[src/rtl/mips_pkg.sv]
// mips_pkg: opcodes, ALUOp encodings and the control bundle shared by the decode stage
package mips_pkg;
  localparam logic [5:0] OP_RTYPE = 6'b000000;
  localparam logic [5:0] OP_LW = 6'b100011;
  localparam logic [5:0] OP_SW = 6'b101011;
  localparam logic [5:0] OP_BEQ = 6'b000100;
  localparam logic [1:0] ALUOP_ADD = 2'b00;
  localparam logic [1:0] ALUOP_SUB = 2'b01;
  localparam logic [1:0] ALUOP_FUNCT = 2'b10;
  typedef struct packed {
    logic alu_src;
    logic reg_dst;
    logic [1:0] alu_op;
    logic branch;
    logic mem_write;
    logic mem_read;
    logic mem_to_reg;
    logic reg_write;
    logic illegal;
  } ctrl_t;
  localparam ctrl_t CTRL_NOP = '0;
  function automatic ctrl_t decode_ctrl(input logic [5:0] op);
    ctrl_t c;
    c = CTRL_NOP;
    case (op)
      OP_RTYPE: begin c.reg_dst = 1'b1; c.alu_op = ALUOP_FUNCT; c.reg_write = 1'b1; end
      OP_LW: begin c.alu_src = 1'b1; c.mem_read = 1'b1; c.mem_to_reg = 1'b1; c.reg_write = 1'b1; c.alu_op = ALUOP_ADD; end
      OP_SW: begin c.alu_src = 1'b1; c.mem_write = 1'b1; c.alu_op = ALUOP_ADD; end
      OP_BEQ: begin c.branch = 1'b1; c.alu_op = ALUOP_SUB; end
      default: c.illegal = 1'b1;
    endcase
    return c;
  endfunction
endpackage

[src/rtl/id_stage_pipe_if.sv]
// id_stage_pipe_if: IF/ID input, write-back, stall and ID/EX output bundle of the decode stage
interface id_stage_pipe_if #(parameter int XLEN = 32, parameter int AW = 5);
  logic [31:0] id_inst;
  logic id_valid;
  logic flush;
  logic wb_regWrite;
  logic [AW-1:0] wb_writeReg;
  logic [XLEN-1:0] wb_writeData;
  logic stall;
  logic ex_valid;
  logic [XLEN-1:0] ex_regData1;
  logic [XLEN-1:0] ex_regData2;
  logic [XLEN-1:0] ex_ext_immed;
  logic [5:0] ex_funct;
  logic [AW-1:0] ex_rs;
  logic [AW-1:0] ex_rt;
  logic [AW-1:0] ex_rd;
  logic ex_ALUSrc;
  logic ex_RegDst;
  logic [1:0] ex_ALUOp;
  logic ex_branch;
  logic ex_MemWrite;
  logic ex_MemRead;
  logic ex_MemtoReg;
  logic ex_regWrite;
  logic ex_illegal;
  modport master (
    output id_inst, id_valid, flush, wb_regWrite, wb_writeReg, wb_writeData,
    input stall, ex_valid, ex_regData1, ex_regData2, ex_ext_immed, ex_funct, ex_rs, ex_rt, ex_rd,
    input ex_ALUSrc, ex_RegDst, ex_ALUOp, ex_branch, ex_MemWrite, ex_MemRead, ex_MemtoReg, ex_regWrite, ex_illegal
  );
  modport slave (
    input id_inst, id_valid, flush, wb_regWrite, wb_writeReg, wb_writeData,
    output stall, ex_valid, ex_regData1, ex_regData2, ex_ext_immed, ex_funct, ex_rs, ex_rt, ex_rd,
    output ex_ALUSrc, ex_RegDst, ex_ALUOp, ex_branch, ex_MemWrite, ex_MemRead, ex_MemtoReg, ex_regWrite, ex_illegal
  );
endinterface

[src/rtl/regfile_bypass.sv]
// regfile_bypass: 2R/1W register file with optional same-cycle write-to-read bypass
module regfile_bypass #(
  parameter int XLEN = 32,
  parameter int AW = 5,
  parameter bit BYPASS_EN = 1'b1,
  parameter bit R0_ZERO = 1'b1
) (
  input logic clk,
  input logic rst,
  input logic we,
  input logic [AW-1:0] waddr,
  input logic [XLEN-1:0] wdata,
  input logic [AW-1:0] raddr1,
  input logic [AW-1:0] raddr2,
  output logic [XLEN-1:0] rdata1,
  output logic [XLEN-1:0] rdata2
);
  logic [XLEN-1:0] mem_q [2**AW];
  logic [XLEN-1:0] mem_d [2**AW];
  logic wr_en;
  assign wr_en = we & ~(R0_ZERO & (waddr == '0));
  always_comb begin
    mem_d = mem_q;
    if (wr_en) mem_d[waddr] = wdata;
  end
  always_ff @(posedge clk) begin
    if (rst) mem_q <= '{default: '0};
    else mem_q <= mem_d;
  end
  // wr_en already excludes register 0 when it is hardwired, so the bypass never leaks into it
  assign rdata1 = (BYPASS_EN && wr_en && raddr1 == waddr) ? wdata : (R0_ZERO && raddr1 == '0) ? '0 : mem_q[raddr1];
  assign rdata2 = (BYPASS_EN && wr_en && raddr2 == waddr) ? wdata : (R0_ZERO && raddr2 == '0) ? '0 : mem_q[raddr2];
endmodule

[src/rtl/id_stage_pipe.sv]
// id_stage_pipe: MIPS decode stage with regfile, load-use stall, flush and ID/EX register
module id_stage_pipe
  import mips_pkg::*;
#(
  parameter int XLEN = 32,
  parameter int AW = 5,
  parameter bit BYPASS_EN = 1'b1,
  parameter bit R0_ZERO = 1'b1
) (
  input logic clk,
  input logic rst,
  id_stage_pipe_if.slave bus
);
  logic [5:0] op;
  logic [AW-1:0] rs, rt, rd;
  logic [XLEN-1:0] rdata1, rdata2, imm;
  logic uses_rt, hz, stall, take;
  logic unused_shamt;
  logic valid_d, valid_q;
  logic [XLEN-1:0] rd1_d, rd1_q, rd2_d, rd2_q, imm_d, imm_q;
  logic [5:0] funct_d, funct_q;
  logic [AW-1:0] rs_d, rs_q, rt_d, rt_q, rd_d, rd_q;
  ctrl_t ctrl_d, ctrl_q;
  assign op = bus.id_inst[31:26];
  assign rs = AW'(bus.id_inst[25:21]);
  assign rt = AW'(bus.id_inst[20:16]);
  assign rd = AW'(bus.id_inst[15:11]);
  assign imm = XLEN'($signed(bus.id_inst[15:0]));
  assign unused_shamt = ^bus.id_inst[10:6];
  regfile_bypass #(.XLEN(XLEN), .AW(AW), .BYPASS_EN(BYPASS_EN), .R0_ZERO(R0_ZERO)) u_rf (
    .clk(clk),
    .rst(rst),
    .we(bus.wb_regWrite),
    .waddr(bus.wb_writeReg),
    .wdata(bus.wb_writeData),
    .raddr1(rs),
    .raddr2(rt),
    .rdata1(rdata1),
    .rdata2(rdata2)
  );
  // the bubble clears ctrl_q.mem_read, so a load can stall its consumer only once
  assign uses_rt = (op == OP_RTYPE) | (op == OP_SW) | (op == OP_BEQ);
  assign hz = valid_q & ctrl_q.mem_read & (|rt_q) & bus.id_valid & ((rt_q == rs) | (uses_rt & (rt_q == rt)));
  assign stall = hz & ~bus.flush & ~rst;
  always_comb begin
    take = bus.id_valid & ~bus.flush & ~stall;
    valid_d = take;
    ctrl_d = take ? decode_ctrl(op) : CTRL_NOP;
    rd1_d = take ? rdata1 : '0;
    rd2_d = take ? rdata2 : '0;
    imm_d = take ? imm : '0;
    funct_d = take ? bus.id_inst[5:0] : '0;
    rs_d = take ? rs : '0;
    rt_d = take ? rt : '0;
    rd_d = take ? rd : '0;
  end
  always_ff @(posedge clk) begin
    if (rst) begin
      valid_q <= 1'b0;
      ctrl_q <= CTRL_NOP;
      rd1_q <= '0;
      rd2_q <= '0;
      imm_q <= '0;
      funct_q <= '0;
      rs_q <= '0;
      rt_q <= '0;
      rd_q <= '0;
    end else begin
      valid_q <= valid_d;
      ctrl_q <= ctrl_d;
      rd1_q <= rd1_d;
      rd2_q <= rd2_d;
      imm_q <= imm_d;
      funct_q <= funct_d;
      rs_q <= rs_d;
      rt_q <= rt_d;
      rd_q <= rd_d;
    end
  end
  assign bus.stall = stall;
  assign bus.ex_valid = valid_q;
  assign bus.ex_regData1 = rd1_q;
  assign bus.ex_regData2 = rd2_q;
  assign bus.ex_ext_immed = imm_q;
  assign bus.ex_funct = funct_q;
  assign bus.ex_rs = rs_q;
  assign bus.ex_rt = rt_q;
  assign bus.ex_rd = rd_q;
  assign bus.ex_ALUSrc = ctrl_q.alu_src;
  assign bus.ex_RegDst = ctrl_q.reg_dst;
  assign bus.ex_ALUOp = ctrl_q.alu_op;
  assign bus.ex_branch = ctrl_q.branch;
  assign bus.ex_MemWrite = ctrl_q.mem_write;
  assign bus.ex_MemRead = ctrl_q.mem_read;
  assign bus.ex_MemtoReg = ctrl_q.mem_to_reg;
  assign bus.ex_regWrite = ctrl_q.reg_write;
  assign bus.ex_illegal = ctrl_q.illegal;
endmodule

[src/flat_wrapper.sv]
// flat-port wrapper written by rule: the top's interface ports become plain ports
module id_stage_pipe_flat import mips_pkg::*;
#(
  parameter int XLEN = 32,
  parameter int AW = 5,
  parameter bit BYPASS_EN = 1'b1,
  parameter bit R0_ZERO = 1'b1
)
  (clk, rst, bus_id_inst, bus_id_valid, bus_flush, bus_wb_regWrite, bus_wb_writeReg, bus_wb_writeData, bus_stall, bus_ex_valid, bus_ex_regData1, bus_ex_regData2, bus_ex_ext_immed, bus_ex_funct, bus_ex_rs, bus_ex_rt, bus_ex_rd, bus_ex_ALUSrc, bus_ex_RegDst, bus_ex_ALUOp, bus_ex_branch, bus_ex_MemWrite, bus_ex_MemRead, bus_ex_MemtoReg, bus_ex_regWrite, bus_ex_illegal);
  id_stage_pipe_if #(.XLEN(XLEN), .AW(AW)) bus_i ();
  input logic clk;
  input logic rst;
  input wire logic [$bits(bus_i.id_inst)-1:0] bus_id_inst;
  input wire logic [$bits(bus_i.id_valid)-1:0] bus_id_valid;
  input wire logic [$bits(bus_i.flush)-1:0] bus_flush;
  input wire logic [$bits(bus_i.wb_regWrite)-1:0] bus_wb_regWrite;
  input wire logic [$bits(bus_i.wb_writeReg)-1:0] bus_wb_writeReg;
  input wire logic [$bits(bus_i.wb_writeData)-1:0] bus_wb_writeData;
  output wire logic [$bits(bus_i.stall)-1:0] bus_stall;
  output wire logic [$bits(bus_i.ex_valid)-1:0] bus_ex_valid;
  output wire logic [$bits(bus_i.ex_regData1)-1:0] bus_ex_regData1;
  output wire logic [$bits(bus_i.ex_regData2)-1:0] bus_ex_regData2;
  output wire logic [$bits(bus_i.ex_ext_immed)-1:0] bus_ex_ext_immed;
  output wire logic [$bits(bus_i.ex_funct)-1:0] bus_ex_funct;
  output wire logic [$bits(bus_i.ex_rs)-1:0] bus_ex_rs;
  output wire logic [$bits(bus_i.ex_rt)-1:0] bus_ex_rt;
  output wire logic [$bits(bus_i.ex_rd)-1:0] bus_ex_rd;
  output wire logic [$bits(bus_i.ex_ALUSrc)-1:0] bus_ex_ALUSrc;
  output wire logic [$bits(bus_i.ex_RegDst)-1:0] bus_ex_RegDst;
  output wire logic [$bits(bus_i.ex_ALUOp)-1:0] bus_ex_ALUOp;
  output wire logic [$bits(bus_i.ex_branch)-1:0] bus_ex_branch;
  output wire logic [$bits(bus_i.ex_MemWrite)-1:0] bus_ex_MemWrite;
  output wire logic [$bits(bus_i.ex_MemRead)-1:0] bus_ex_MemRead;
  output wire logic [$bits(bus_i.ex_MemtoReg)-1:0] bus_ex_MemtoReg;
  output wire logic [$bits(bus_i.ex_regWrite)-1:0] bus_ex_regWrite;
  output wire logic [$bits(bus_i.ex_illegal)-1:0] bus_ex_illegal;
  assign bus_i.id_inst = bus_id_inst;
  assign bus_i.id_valid = bus_id_valid;
  assign bus_i.flush = bus_flush;
  assign bus_i.wb_regWrite = bus_wb_regWrite;
  assign bus_i.wb_writeReg = bus_wb_writeReg;
  assign bus_i.wb_writeData = bus_wb_writeData;
  assign bus_stall = bus_i.stall;
  assign bus_ex_valid = bus_i.ex_valid;
  assign bus_ex_regData1 = bus_i.ex_regData1;
  assign bus_ex_regData2 = bus_i.ex_regData2;
  assign bus_ex_ext_immed = bus_i.ex_ext_immed;
  assign bus_ex_funct = bus_i.ex_funct;
  assign bus_ex_rs = bus_i.ex_rs;
  assign bus_ex_rt = bus_i.ex_rt;
  assign bus_ex_rd = bus_i.ex_rd;
  assign bus_ex_ALUSrc = bus_i.ex_ALUSrc;
  assign bus_ex_RegDst = bus_i.ex_RegDst;
  assign bus_ex_ALUOp = bus_i.ex_ALUOp;
  assign bus_ex_branch = bus_i.ex_branch;
  assign bus_ex_MemWrite = bus_i.ex_MemWrite;
  assign bus_ex_MemRead = bus_i.ex_MemRead;
  assign bus_ex_MemtoReg = bus_i.ex_MemtoReg;
  assign bus_ex_regWrite = bus_i.ex_regWrite;
  assign bus_ex_illegal = bus_i.ex_illegal;
  id_stage_pipe #(.XLEN(XLEN), .AW(AW), .BYPASS_EN(BYPASS_EN), .R0_ZERO(R0_ZERO)) u_core (.clk(clk), .rst(rst), .bus(bus_i));
endmodule
[config.mk]
export PLATFORM = sky130hd
export DESIGN_NAME = id_stage_pipe_flat
export DESIGN_NICKNAME = d
export VERILOG_FILES = /design/src/rtl/mips_pkg.sv /design/src/rtl/id_stage_pipe_if.sv /design/src/rtl/regfile_bypass.sv /design/src/rtl/id_stage_pipe.sv /design/src/flat_wrapper.sv
export SDC_FILE = /design/constraint.sdc
export NUM_CORES = 2
export LEC_CHECK = 0
export BUFFER_PORTS_ARGS = -buffer_cell sky130_fd_sc_hd__clkbuf_2
export CAP_MARGIN = 40
export CORE_ASPECT_RATIO = 1.25
export CORE_MARGIN = 2
export CORE_UTILIZATION = 30
export CTS_CLUSTER_DIAMETER = 100
export CTS_CLUSTER_SIZE = 24
export DETAILED_ROUTE_END_ITERATION = 10
export RECOVER_POWER = 50
export SYNTH_ARGS = -nofsm -noshare
export SYNTH_HDL_FRONTEND = slang
export SYNTH_SLANG_ARGS = --single-unit
[constraint.sdc]
create_clock -name clk -period 4.2 [get_ports clk]
set_input_delay 1.26 -clock clk [delete_from_list [all_inputs] [get_ports clk]]
set_output_delay 1.26 -clock clk [all_outputs]
set_load 0.005 [all_outputs]
-- After elaboration in Yosys (flattened, before gate mapping)
Index checks and enable logic that the tools add are counted.
- order comparisons: 4
- eq/ne operators: 7
- mux-type cells: 21
- bitwise gates (word level): 21
- reduce and logical (&&, ||, !) cells: 12
- operators by type and width (cell ; number):
    bitwise mux 1024 bit ; 1
    binary-select mux 32 bit (select 5 bit) ; 2
    two-way mux 32 bit ; 9
    demux 32 bit (select 5 bit) ; 1
    == test 5 bit ; 4
    >= comparator 6 bit, second input constant ; 3
    inverter 5 -> 6 bit ; 3
    zero test 5 bit ; 3
    == test 6 bit, second input constant ; 2
    AND 1 bit ; 10
    == test 6 x 3 -> 1 bit, second input constant ; 1
    zero test 6 bit ; 1
    less-than comparator 6 x 1 -> 1 bit, second input constant ; 1
    two-way mux 1 bit ; 6
    OR reduction 2 bit ; 3
    inverter 1 bit ; 5
    OR reduction 5 bit ; 1
    one-hot mux 2 bit (2 select lines) ; 1
    OR reduction 4 bit ; 1
    logical AND 1 bit ; 3
    OR 1 bit ; 3
    two-way mux 2 bit ; 1
- flip-flop bits (word level): 1136
- input port bits: 74

-- Longest topological paths before layout
- depth after elaboration: 12
- mapped depth: 10

-- Hierarchy
Synthesis repeated with hierarchy kept, for this count alone.
- cell total of the unflattened synthesis: 6594
- area, all modules: 55923.6 sq um
- modules (own cells, without submodules) (module ; times used ; cells each ; area each (sq um) ; sequential area each (sq um)):
    regfile_bypass ; 1 ; 6211 ; 52344.0 ; 20499.7
    id_stage_pipe ; 1 ; 383 ; 3579.7 ; 2001.9

-- Worst setup path after synthesis
Ideal clock, no wire load.
- kind: input -> output
- start: in bus_id_inst[27]
- end: out bus_stall
- data arrival time: 2563 ps
- setup slack: 377 ps
- stages on the path: 6
- buffers on the path: 1
- path through: nor4_1 a21oi_1 nor4_1 o2111ai_2 clkbuf_1 nor2_1
- cells in the longest elaborated chain, start to end: 8
- elaborated cells between the ends (all ways): 10
- classes of those cells: eq/ne (2); bitwise (7); reduce/logical (1)
- RTL lines (what ; line ; RTL):
    from (decl) ; flat_wrapper.sv:13 ; input wire logic [$bits(bus_i.id_inst)-1:0] bus_id_inst;
    == test 6 bit / zero test 6 bit (equally long branches) ; id_stage_pipe.sv:42 ; assign uses_rt = (op == OP_RTYPE) | (op == OP_SW) | (op == OP_BEQ);
    OR 1 bit ; id_stage_pipe.sv:42 ;
    OR 1 bit (*) ; id_stage_pipe.sv:42 ;
    AND 1 bit (*) ; id_stage_pipe.sv:43 ; assign hz = valid_q & ctrl_q.mem_read & (|rt_q) & bus.id_valid & ((rt_q == rs) | (uses_rt & (rt_q == rt)));
    OR 1 bit (*) ; id_stage_pipe.sv:43 ;
    AND 1 bit (*) ; id_stage_pipe.sv:43 ;
    AND 1 bit (*) (2 in series) ; id_stage_pipe.sv:44 ; assign stall = hz & ~bus.flush & ~rst;
    to (decl) ; flat_wrapper.sv:19 ; output wire logic [$bits(bus_i.stall)-1:0] bus_stall;
Mark *: on every way between the ends. The rest lies on a longest branch, timed or not.

-- Final worst setup path
- start: in bus_wb_writeReg[2]
- end: reg u_core.u_rf.mem_q[398] (netlist bit)
- cells in the longest elaborated chain, start to end: 6
- elaborated cells between the ends (all ways): 10
- classes of those cells: order compare (2); mux (3); bitwise (3); reduce/logical (2)
- RTL lines (what ; line ; RTL):
    from (decl) ; flat_wrapper.sv:17 ; input wire logic [$bits(bus_i.wb_writeReg)-1:0] bus_wb_writeReg;
    inverter 5 -> 6 bit (implied by the code) ; regfile_bypass.sv:24 ; if (wr_en) mem_d[waddr] = wdata;
    >= comparator 6 bit (implied by the code) / less-than comparator 6 x 1 -> 1 bit (equally long branches) ; regfile_bypass.sv:24 ;
    logical AND 1 bit (implied by the code) ; regfile_bypass.sv:24 ;
    two-way mux 32 bit (implied by the code) ; regfile_bypass.sv:24 ;
    demux 32 bit (select 5 bit) ; regfile_bypass.sv:24 ;
    bitwise mux 1024 bit ; regfile_bypass.sv:24 ;
    to (signal assigned) ; regfile_bypass.sv:28 ; else mem_q <= mem_d;
    to (decl) ; regfile_bypass.sv:18 ; logic [XLEN-1:0] mem_q [2**AW];
Several ways; a longest one is shown, not always the timed one.
A chain may end at the register's enable or synchronous reset.

==> reports/metrics.cfg <==
[run_status]
status=finished, violations left
violations=max-capacitance violations, max-slew violations

[synth]
synth.distinct_cells=48
ys.warnings.count=0
synth_area_leaders=dfxtp_1 41%, mux4_2 22%, nand2_1 14%
yosysMostFrequentCell=nand2_1
synth_ff_type=dfxtp_1
synthesis.area_mm2=0.0548
yosys.area.top_type_share=0.411
synth_edf_count=0
post_synth_inst_count=5915
yosysSeqAreaShare=0.411
synth.ff_latch_count=1124
synth_common_cells=2029 x nand2_1, 1124 x dfxtp_1, 1027 x a21oi_1
postSynthAreaPerCell_um2=9.27
ys_async_sr_fraction=0
yosysTopAreaCell=dfxtp_1
synth_nets=5989

[cts]
cts_resized=0
clockBufferDepth=3
cts-root-buf=clkbuf_16
cts_made_buffers=52
cts_setup_buffers=0
ctsHoldBuffers=0
path_clk_slew_ns=0.10
cts_tree=done
h-tree-depth=2
clkSinkCount=1124
insertion_delay_ns=0.71

[worst_setup_path]
arrival_ns=4.73
cp.required_ns=4.80
crit_path_max_incr_delay_ns=1.95
endpoint_kind=flop
cp_slowest_cell=clkbuf_1
cp_common_cell=clkbuf_1
crit_path_start_kind=input pin
critical_path_class=in -> reg
cp_top_family=buffers and inverters
path_max_fanout=22
critical_path.cell_chain=clkbuf_1 -> buf_4 -> nor2_1 -> and2_0 -> nand2_2 -> clkbuf_1 -> nand2_1 -> a21oi_1
critPathBufInv=3

[pwr]
vdd_drop_max_mv=0.292
combPwrFrac=0.091
switchingPower_mw=4.84
total_power_mw=18.4
netSwitchingFraction=0.263
clock_power_share=0.322
power_density_mw_per_mm2=310
p_int_mw=13.6
p_seq_frac=0.587
p_leak_nw=18.5

[cells_and_area]
drive_gt1_frac=0.184
post-route-util=0.326
syn2layout_area_growth_pct=8.15
final_nets=5747

[placed_design]
place.gp.congestion=0.869
hpwl_um=125000
portBuffers=202

[routing]
vias=47345
vias_per_cell=5.87
ant_nets=0
drt_iter0_drc=7300
detail_route.wl_per_cell_um=28.2
drt_drc_violations_left=0
firstDrtPassIters=8
wirelength_um=227000

[job]
max_cap_viol_count=26

[floorplanning]
rows=175
dieArea_mm2=0.186
io_pins=203
fp.dieH_um=482
core_area_mm2=0.182
die-width_um=386
start_util=0.302

[sta]
setup_tns_ns=0
rsz0062_at_grt=false
worst_slew_pin_slew_ns=2.75
fmax_mhz=242
setup_violations=0
maxSlewViolCount=1120
period_minus_slack_ns=4.13
fin_skew_ns=0.0302
hold_viol=0
finalCritPeriodShare=0.984
max-slew-margin-rel=-0.833

[worst_hold_path]
hold_class=reg -> reg

[global_routing]
grt_start_max_net_pins=198
grt_pass1_wl_um=320000
grt_usage=0.236
gr-total-overflow=0
grt_pass1_vias=44378
antenna_found_initial=23

sequential cells by signal, summed over array words and instances, names as in the netlist:
signal                   cells
u_core.bus.ex_regData2      32
u_core.bus.ex_ALUSrc         1
u_core.bus.ex_regData1      32
u_core.bus.ex_rd             5
u_core.bus.ex_MemtoReg       1
u_core.bus.ex_ALUOp          2
u_core.bus.ex_rt             5
u_core.u_rf.mem_q         1024
u_core.bus.ex_valid          1
u_core.bus.ex_rs             5
u_core.bus.ex_MemWrite       1
u_core.bus.ex_funct          5
u_core.bus.ex_illegal        1
u_core.bus.ex_regWrite       1
u_core.bus.ex_branch         1
u_core.bus.ex_RegDst         1
u_core.bus.ex_ext_immed      6
logic make-up after synthesis:
group,count (synthesis),share of synthesized area
simple gates,2182,0.155
compound gates,1192,0.121
flops,1124,0.411
mux,732,0.259
buf+inv,665,0.0512
xor+xnor,20,0.00320
area by class of cell:
| cell class | count | area (µm²) |
|---|---|---|
| clock buffers | 53 | 1330 |
| fillers | 18578 | 122000 |
| well taps | 2389 | 2990 |
| clock inverters | 1 | 30.0 |
| inverters | 5 | 20.0 |
| multi-input cells | 4126 | 29800 |
| diodes | 5 | 12.5 |
| flip-flops and latches | 1124 | 22500 |
| repair buffers | 364 | 2580 |
per-stage QoR:
stage	instance area, µm²	std cells	setup slack [ns]	hold WS, ns
final	59300	8067	0.0681	0.469
after global routing	59300	8064	0.0894	0.485
after CTS	59600	8062	0.262	0.470
after detailed placement	58200	8008	0.274	0.457
after global placement	58200	8006	0.121	0.448
after floorplan	54800	5915	0.377	0.443
placed cells by master (no fill, tap or decap), types with 36 or more instances in the layout:
cell type	count
a21oi_1	1027
buf_12	36
buf_4	91
clkbuf_1	82
clkbuf_16	53
clkbuf_2	145
dfxtp_1	1124
mux2_2	64
mux2i_1	124
mux4_2	544
nand2_1	2002
o22ai_1	62
worst paths after layout:
kind / startpoint / end / slack, ns / cells past startpoint
setup / recovery: bus_wb_writeReg[2] / u_core.u_rf.mem_q[398]$_SDFFE_PP0P_ / 0.07 / 8
hold / removal: u_core.u_rf.mem_q[39]$_SDFFE_PP0P_ / u_core.u_rf.mem_q[39]$_SDFFE_PP0P_ / 0.47 / 2
hold reg to reg: u_core.u_rf.mem_q[39]$_SDFFE_PP0P_ / u_core.u_rf.mem_q[39]$_SDFFE_PP0P_ / 0.47 / 2
setup reg to reg: u_core.bus.ex_rt[3]$_SDFF_PP0_ / u_core.bus.ex_MemWrite$_SDFF_PP0_ / 1.38 / 6
worst register-to-register path: cells and delay by family (launching register included):
| kind | cells | cell delay (ns) |
|---|---|---|
| AO/OA/AOI/OAI | 1 | 0.21 |
| XOR/XNOR | 1 | 0.17 |
| buffers and inverters | 1 | 0.83 |
| flip-flops | 1 | 0.47 |
| AND/OR/NAND/NOR | 3 | 1.02 |
power groups by stage:
stage	clock (mW)	combinational, mW	sequential, mW
after CTS	5.96	1.64	10.8
after floorplan	0	1.09	11.0
after global routing	6.30	1.72	10.8
after global placement	0	1.63	11.0
after detailed placement	0	1.64	11.0
final	5.93	1.67	10.8
metal layers:
metal  routed length (µm)  track usage  vias to the layer above
li1                     -            -                    20038
met5                  218            0                        -
met1                78900        0.287                    23048
met4                17700        0.147                       34
met2               101000        0.368                     3309
met3                29200       0.0641                      916
No activity file was read; power rests on OpenSTA's default activity.
